$ cat src/rtl/ibt_engine_if.sv
// ibt_engine_if: job, load-stream and drain-stream signals of ibt_engine.
// slave = engine side, master = driver/consumer side.
interface ibt_engine_if #(
    parameter int W = 8
);
    logic         start;
    logic [3:0]   len;
    logic         in_valid;
    logic         in_ready;
    logic [W-1:0] in_data;
    logic         out_valid;
    logic         out_ready;
    logic [W-1:0] out_data;
    logic         busy;
    logic         done;

    modport slave (
        input  start, len, in_valid, in_data, out_ready,
        output in_ready, out_valid, out_data, busy, done
    );

    modport master (
        output start, len, in_valid, in_data, out_ready,
        input  in_ready, out_valid, out_data, busy, done
    );
endinterface

$ cat src/rtl/ibt_engine.sv
// ibt_engine: inverts an in-place forward-difference block of up to DEPTH words.
// Ports: clk, rst_n (async, active-low); bus (slave): start/len job request,
// in_valid/in_ready/in_data load stream, out_valid/out_ready/out_data drain
// stream, busy (not IDLE), done (pulse on acceptance of the last word).
module ibt_engine #(
    parameter int W     = 8,
    parameter int DEPTH = 8
) (
    input  logic         clk,
    input  logic         rst_n,
    ibt_engine_if.slave  bus
);
    localparam int         AW   = $clog2(DEPTH);
    localparam logic [3:0] LMAX = 4'(DEPTH);

    typedef enum logic [1:0] {IDLE, LOAD, CALC, DRAIN} state_t;

    state_t        r_state;
    state_t        w_next;
    logic [3:0]    r_len;
    logic [AW-1:0] r_k;
    logic [AW-1:0] r_p;
    logic [AW-1:0] r_i;
    logic [W-1:0]  r_mem [DEPTH];

    logic          w_start_ok;
    logic [3:0]    w_len_sat;
    logic          w_last_k;
    logic          w_calc_end;
    logic [AW-1:0] w_i1;
    logic          w_load_fire;
    logic          w_out_fire;
    logic          w_in_ready;
    logic          w_out_valid;
    logic          w_done;

    assign w_start_ok = bus.start && (bus.len != 4'd0);
    assign w_len_sat  = (bus.len > LMAX) ? LMAX : bus.len;
    assign w_last_k   = (4'(r_k) == (r_len - 4'd1));
    assign w_calc_end = (r_i == '0) && (r_p == AW'(1));
    assign w_i1       = r_i + AW'(1);

    always_ff @(posedge clk or negedge rst_n) begin
        if (!rst_n) begin
            r_state <= IDLE;
        end else begin
            r_state <= w_next;
        end
    end

    always_comb begin
        w_next      = r_state;
        w_in_ready  = 1'b0;
        w_out_valid = 1'b0;
        w_done      = 1'b0;
        w_load_fire = 1'b0;
        w_out_fire  = 1'b0;
        unique case (r_state)
            IDLE: begin
                if (w_start_ok) w_next = LOAD;
            end
            LOAD: begin
                w_in_ready  = 1'b1;
                w_load_fire = bus.in_valid;
                if (bus.in_valid && w_last_k)
                    w_next = (r_len > 4'd1) ? CALC : DRAIN;
            end
            CALC: begin
                if (w_calc_end) w_next = DRAIN;
            end
            DRAIN: begin
                w_out_valid = 1'b1;
                w_out_fire  = bus.out_ready;
                if (bus.out_ready && w_last_k) begin
                    w_done = 1'b1;
                    w_next = IDLE;
                end
            end
            default: w_next = IDLE;
        endcase
    end

    // Inverse walk: pass p from L-1 down to 1, i from L-1-p down to 0.
    // Each pass restarts at i = L-1-(p-1) = L-p.
    always_ff @(posedge clk or negedge rst_n) begin
        if (!rst_n) begin
            r_len <= '0;
            r_k   <= '0;
            r_p   <= '0;
            r_i   <= '0;
        end else begin
            unique case (r_state)
                IDLE: begin
                    if (w_start_ok) begin
                        r_len <= w_len_sat;
                        r_k   <= '0;
                    end
                end
                LOAD: begin
                    if (w_load_fire) begin
                        if (w_last_k) begin
                            r_k <= '0;
                            r_p <= AW'(r_len - 4'd1);
                            r_i <= '0;
                        end else begin
                            r_k <= r_k + AW'(1);
                        end
                    end
                end
                CALC: begin
                    if (r_i == '0) begin
                        if (!w_calc_end) begin
                            r_p <= r_p - AW'(1);
                            r_i <= AW'(r_len - 4'(r_p));
                        end
                    end else begin
                        r_i <= r_i - AW'(1);
                    end
                end
                DRAIN: begin
                    if (w_out_fire) begin
                        r_k <= w_last_k ? '0 : r_k + AW'(1);
                    end
                end
                default: ;
            endcase
        end
    end

    // Data store is not reset; every job fully rewrites the words it uses.
    always_ff @(posedge clk) begin
        if (w_load_fire) begin
            r_mem[r_k] <= bus.in_data;
        end else if (r_state == CALC) begin
            r_mem[r_i] <= r_mem[w_i1] - r_mem[r_i];
        end
    end

    assign bus.in_ready  = w_in_ready;
    assign bus.out_valid = w_out_valid;
    assign bus.out_data  = (r_state == DRAIN) ? r_mem[r_k] : '0;
    assign bus.busy      = (r_state != IDLE);
    assign bus.done      = w_done;
endmodule

$ cat src/flat_wrapper.sv
// flat-port wrapper written by rule: the top's interface ports become plain ports
module ibt_engine_flat 
#(
    parameter int W     = 8,
    parameter int DEPTH = 8
)
  (clk, rst_n, bus_start, bus_len, bus_in_valid, bus_in_data, bus_out_ready, bus_in_ready, bus_out_valid, bus_out_data, bus_busy, bus_done);
  ibt_engine_if #(.W(W)) bus_i ();
  input  logic clk;
  input  logic rst_n;
  input wire logic [$bits(bus_i.start)-1:0] bus_start;
  input wire logic [$bits(bus_i.len)-1:0] bus_len;
  input wire logic [$bits(bus_i.in_valid)-1:0] bus_in_valid;
  input wire logic [$bits(bus_i.in_data)-1:0] bus_in_data;
  input wire logic [$bits(bus_i.out_ready)-1:0] bus_out_ready;
  output wire logic [$bits(bus_i.in_ready)-1:0] bus_in_ready;
  output wire logic [$bits(bus_i.out_valid)-1:0] bus_out_valid;
  output wire logic [$bits(bus_i.out_data)-1:0] bus_out_data;
  output wire logic [$bits(bus_i.busy)-1:0] bus_busy;
  output wire logic [$bits(bus_i.done)-1:0] bus_done;
  assign bus_i.start = bus_start;
  assign bus_i.len = bus_len;
  assign bus_i.in_valid = bus_in_valid;
  assign bus_i.in_data = bus_in_data;
  assign bus_i.out_ready = bus_out_ready;
  assign bus_in_ready = bus_i.in_ready;
  assign bus_out_valid = bus_i.out_valid;
  assign bus_out_data = bus_i.out_data;
  assign bus_busy = bus_i.busy;
  assign bus_done = bus_i.done;
  ibt_engine #(.W(W), .DEPTH(DEPTH)) u_core (.clk(clk), .rst_n(rst_n), .bus(bus_i));
endmodule
$ cat config.mk
export PLATFORM = sky130hd
export DESIGN_NAME = ibt_engine_flat
export DESIGN_NICKNAME = d
export VERILOG_FILES = /design/src/rtl/ibt_engine_if.sv /design/src/rtl/ibt_engine.sv /design/src/flat_wrapper.sv
export SDC_FILE = /design/constraint.sdc
export NUM_CORES = 1
export LEC_CHECK = 0
export CAP_MARGIN = 40
export CORE_MARGIN = 3
export CORE_UTILIZATION = 40
export DETAILED_ROUTE_END_ITERATION = 7
export GPL_TIMING_DRIVEN = 0
export PLACE_DENSITY = 0.56
export SYNTH_ARGS = -nofsm -noshare
export SYNTH_HDL_FRONTEND = slang
export SYNTH_SLANG_ARGS = --single-unit
$ cat constraint.sdc
create_clock -name clk -period 6.3 [get_ports clk]
set_input_delay 0.63 -clock clk [delete_from_list [all_inputs] [get_ports clk]]
set_output_delay 0.63 -clock clk [all_outputs]
set_load 0.03 [all_outputs]
==> results.md <==
- The run finished with clean final reports.
- The die width is approximately 120 um.
- When the netlist entered floorplanning its net count stood at 401.
- Data on the critical path arrives at its endpoint at about 5.6 ns.
- For the worst flop-to-flop path, the logic depth is 15.
- The setup fix buffers added after clock tree synthesis is 0.
- The max-slew violation count came to 0.
- The die covers about 14000 sq um.
- The first global-routing pass estimated about 20000 um of wire.
- The initial antenna violation count was 0.
- The endpoint identified for the worst register-to-register timing path is u_core.r_mem[4][7].
- Counting the buffers created by CTS gives 9.
- The category of the worst setup path launch point is a register.
- The number of max-cap violations is 0.
- The capture point of the worst path is u_core.r_mem[4][7].
- Setup repair after global routing left no endpoint under its margin.
- The path class of the lowest-slack min-delay path is reg2reg.
- The post-cts resize count is 0.
- At the later pin of the worst-skew pair, clock insertion delay measures ~0.34 ns.
- The area of the mapped netlist is 5050 sq um.
- Clock tree synthesis selected as its root buffer the cell sky130_fd_sc_hd__clkbuf_16.
- No sink is reached through more buffers than the 2 on the longest clock path.
- By startpoint and endpoint, the worst setup path is classified as reg2reg.
- The worst slew margin relative to its limit is between 40 and 50%.
- The required time reported for the critical path endpoint is between 6 and 7 ns.
- The remaining design rule violation count is 0.
- After detailed routing, the average wire length per cell comes to around 23 um.
- The largest fanout of any net on the critical path is 10.
- The power density over the cells is roughly 570 nW/um^2.
- The commonest cells after synthesis are 64 x sky130_fd_sc_hd__edfxtp_1, 41 x sky130_fd_sc_hd__mux4_2, 29 x sky130_fd_sc_hd__nand2_1, 20 x sky130_fd_sc_hd__ha_1, 18 x sky130_fd_sc_hd__nor2_1.
- The highest achievable clock rate is 183 MHz.
- The final count of hold timing violations is 0.
- The number of global-route vias before repair is approximately 3500.
- Across every metal layer, demand over resource in global routing totals between 10% and 20%.
- By area the synthesized netlist is led by sky130_fd_sc_hd__edfxtp_1 38%, sky130_fd_sc_hd__mux4_2 18%, sky130_fd_sc_hd__dfrtp_1 7.4%.
- In this run, the number of DRC markers left after iteration 0 of detailed routing was around 280.
- After clock tree synthesis, the flow added hold-fix buffers numbering 0.
- Of the cells placed in the final design, the portion with a size suffix greater than 1 is 22.4%.
- Sequential cells were found to cover between 40% and 50% of the synthesized design area.
- The CTS sink count is 79.
- Clock-pin slew was measured on the worst setup and hold paths at approximately 0.06 ns.
- The count of buffers from port buffering is 28.
- On the final layout, the worst clock skew is between 0.006 and 0.007 ns.
- The length of the first detailed-routing pass in iterations is 5.
- Of all cell types, the one taking the most synthesized area is sky130_fd_sc_hd__edfxtp_1.
- The initial utilization of the core area, before any placement, comes to roughly 41%.
- The count of synthesis-stage warnings from yosys is 0.
- The TritonCTS clock tree is built.
- The finished cells cover 5940 sq um.
- The signal on the critical path passes through buf_2 > buf_1 > inv_1 > ha_1 > buf_6 > buf_2 > mux4_2 > mux2_2 > ha_1 > nor2b_1 > o211ai_1 > nand3_1 > a31oi_1 > xnor2_1 > a21oi_1.
- The kind of capture point of the worst setup path is a register.
- The total wire length is between 10000 and 15000 um.
- Detailed placement finished with a half-perimeter wire length of 9100 um.
- Entering global routing, the biggest net connects 16 pins.
- The synthesized instance count is between 300 and 400.
- For the pin with the worst max-slew slack, the measured transition is roughly 0.84 ns.
- The distinct cell type count after synthesis is 48.
- The hold path startpoint is u_core.r_len[1].
- 29 I/O pins were placed.
- VDD sags by at most approximately 0.23 mV.
- The cell row count is 40.
- The library cell contributing the largest single delay on the critical path is sky130_fd_sc_hd__buf_1.
- The die is 118 um tall.
- For this run the aggregate overflow at the end of global routing stands at 0.
- The startpoint identified for the worst register-to-register timing path is u_core.r_i[1].
- The primary flip-flop cell chosen by synthesis mapping is sky130_fd_sc_hd__edfxtp_1.
- Summed over its instances, the top area cell type makes up about two fifths of the synthesized netlist area.
- The mean instance size in the synthesized netlist is around 14 sq um.
- The setup TNS after final layout is 0 ns.
- The standby leakage power is slightly above 2 nW.
- The number of setup violations in the final report is 0.
- The delay of the slowest cell on the worst path is 0.61 ns.
- The total number of vias is around 3400.
- Synthesis inferred approximately 80 register bits.
- The most instantiated library cell after synthesis is sky130_fd_sc_hd__edfxtp_1.
- The worst setup path startpoint is u_core.r_i[1].
- The detail route stage leaves a number of antenna-violating nets equal to 0.
- Of the available clock period, the critical path in the final layout requires just under 90%.
- The number of vias per cell after detailed routing is slightly below 6.
- The number of flops mapped to enable cells by yosys is between 60 and 70.
- The area of placed instances is approximately 5600 sq um.
- The core box area is between 10000 and 15000 sq um.
- The maximum level of the CTS H-tree is 3.
- The congestion estimate from routability-driven global placement came to around 0.8.
- The clock period minus worst slack is approximately 5.5 ns.
- The number of antenna diodes in the final layout is 0.
- The area added between synthesis and finish is 17.7%.
- The minimum setup slack among reg-to-reg paths is 0.82 ns.
- The share of flip-flops with an asynchronous set or reset is 19.0%.
- The net count of the finished layout is 449.
## kinds of logic (layout without fill, tap and decap cells)
logic type | Yosys count | count (layout) | synth area share [%]
adders and majority gates | 22 | 22 | 5.75
DFF | 79 | 79 | 45.5
AOI/OAI and AO/OA | 58 | 58 | 7.84
xor gates and xnor gates | 14 | 14 | 2.43
muxes | 78 | 78 | 28.6
buffers and inverters | 39 | 92 | 3.40
and+or+nand+nor | 72 | 72 | 6.47
## worst max-delay path: cells and delay by family, from the launching register on
family                     cells  cell delay, ns
AOI/OAI and AO/OA              3            1.04
xor gates and xnor gates       1            0.14
adders and majority gates      2            0.65
buffers and inverters          5            1.82
DFF                            1            0.42
muxes                          2            0.87
and+or+nand+nor                2            0.25
## worst min path at each step
stage | end | slack, ns | cells after the start
3_3_place_gp | u_core.r_len[1] | 0.53 | 2
6_report | u_core.r_len[1] | 0.56 | 2
3_5_place_dp | u_core.r_len[1] | 0.55 | 2
4_1_cts | u_core.r_len[1] | 0.56 | 2
5_1_grt | u_core.r_state[1] | 0.60 | 1
2_1_floorplan | u_core.r_i[0] | 0.33 | 0
## power by group
group          switching [W]  total (W)  internal (W)  leakage (nW)
clock network       0.000199   0.000545      0.000346         0.151
registers          0.0000789   0.000879      0.000800         0.765
logic                0.00105    0.00195      0.000902          1.12
## per-stage QoR
| stage | total power (W) | worst slack (ns) | util, % | hold slack [ns] | cells |
|---|---|---|---|---|---|
| 5_1_grt | 0.00360 | 0.490 | 48.8 | 0.597 | 583 |
| 3_5_place_dp | 0.00283 | 0.875 | 46.3 | 0.549 | 567 |
| 2_1_floorplan | 0.00231 | 1.84 | - | 0.334 | 362 |
| 4_1_cts | 0.00340 | 0.838 | 48.8 | 0.563 | 583 |
| 6_report | 0.00337 | 0.825 | 48.8 | 0.564 | 583 |
| 3_3_place_gp | 0.00279 | 0.895 | 45.5 | 0.531 | 558 |
## placed cells by master, fill, tap and decap left out, types with 2 or more instances in the layout
| cell type | instances |
|---|---|
| sky130_fd_sc_hd__inv_1 | 16 |
| sky130_fd_sc_hd__clkdlybuf4s50_1 | 28 |
| sky130_fd_sc_hd__a21oi_1 | 9 |
| sky130_fd_sc_hd__mux2i_1 | 14 |
| sky130_fd_sc_hd__nor2b_1 | 2 |
| sky130_fd_sc_hd__o211ai_1 | 3 |
| sky130_fd_sc_hd__xnor2_1 | 13 |
| sky130_fd_sc_hd__clkbuf_1 | 12 |
| sky130_fd_sc_hd__bufinv_16 | 2 |
| sky130_fd_sc_hd__nor2_1 | 18 |
| sky130_fd_sc_hd__nand3_1 | 6 |
| sky130_fd_sc_hd__nand2_1 | 29 |
| sky130_fd_sc_hd__a31oi_1 | 2 |
| sky130_fd_sc_hd__fa_1 | 2 |
| sky130_fd_sc_hd__clkbuf_16 | 9 |
| sky130_fd_sc_hd__buf_6 | 9 |
| sky130_fd_sc_hd__mux2_2 | 15 |
| sky130_fd_sc_hd__a21boi_0 | 10 |
| sky130_fd_sc_hd__dfrtp_1 | 15 |
| sky130_fd_sc_hd__o32a_1 | 2 |
| sky130_fd_sc_hd__nor3_1 | 3 |
| sky130_fd_sc_hd__buf_4 | 3 |
| sky130_fd_sc_hd__mux4_2 | 41 |
| sky130_fd_sc_hd__nand3b_1 | 2 |
| sky130_fd_sc_hd__o2111ai_1 | 2 |
| sky130_fd_sc_hd__o21ai_0 | 13 |
| sky130_fd_sc_hd__ha_1 | 20 |
| sky130_fd_sc_hd__buf_1 | 3 |
| sky130_fd_sc_hd__o22ai_1 | 2 |
| sky130_fd_sc_hd__clkinv_2 | 2 |
| sky130_fd_sc_hd__edfxtp_1 | 64 |
| sky130_fd_sc_hd__a32oi_1 | 4 |
| sky130_fd_sc_hd__buf_2 | 8 |
| sky130_fd_sc_hd__nand2b_1 | 7 |
| sky130_fd_sc_hd__mux4_1 | 8 |
## final cells by class
cell class,count,area [sq um]
fill,1071,6220
multi-input combinational,244,2580
sequential,79,2300
timing repair buffer,37,378
clock buffer,12,236
tap,168,210
buffer,23,111
clock inverter,4,70.1
inverter,16,60.1
## routing by layer
layer | up-vias | routed length [um] | GRT usage, %
met4 | 0 | 467 | 8.86
met1 | 1724 | 5660 | 25.6
met3 | 36 | 590 | 3.16
met5 | - | 0 | 0
met2 | 107 | 6440 | 31.7
li1 | 1531 | - | -
## state kept, by name, indices dropped and copies added, names as in the netlist
| name | flops |
|---|---|
| u_core.r_i | 3 |
| u_core.r_k | 3 |
| u_core.r_len | 4 |
| u_core.r_mem | 64 |
| u_core.r_p | 3 |
| u_core.r_state | 2 |
No activity file was read; power rests on OpenSTA's default activity.
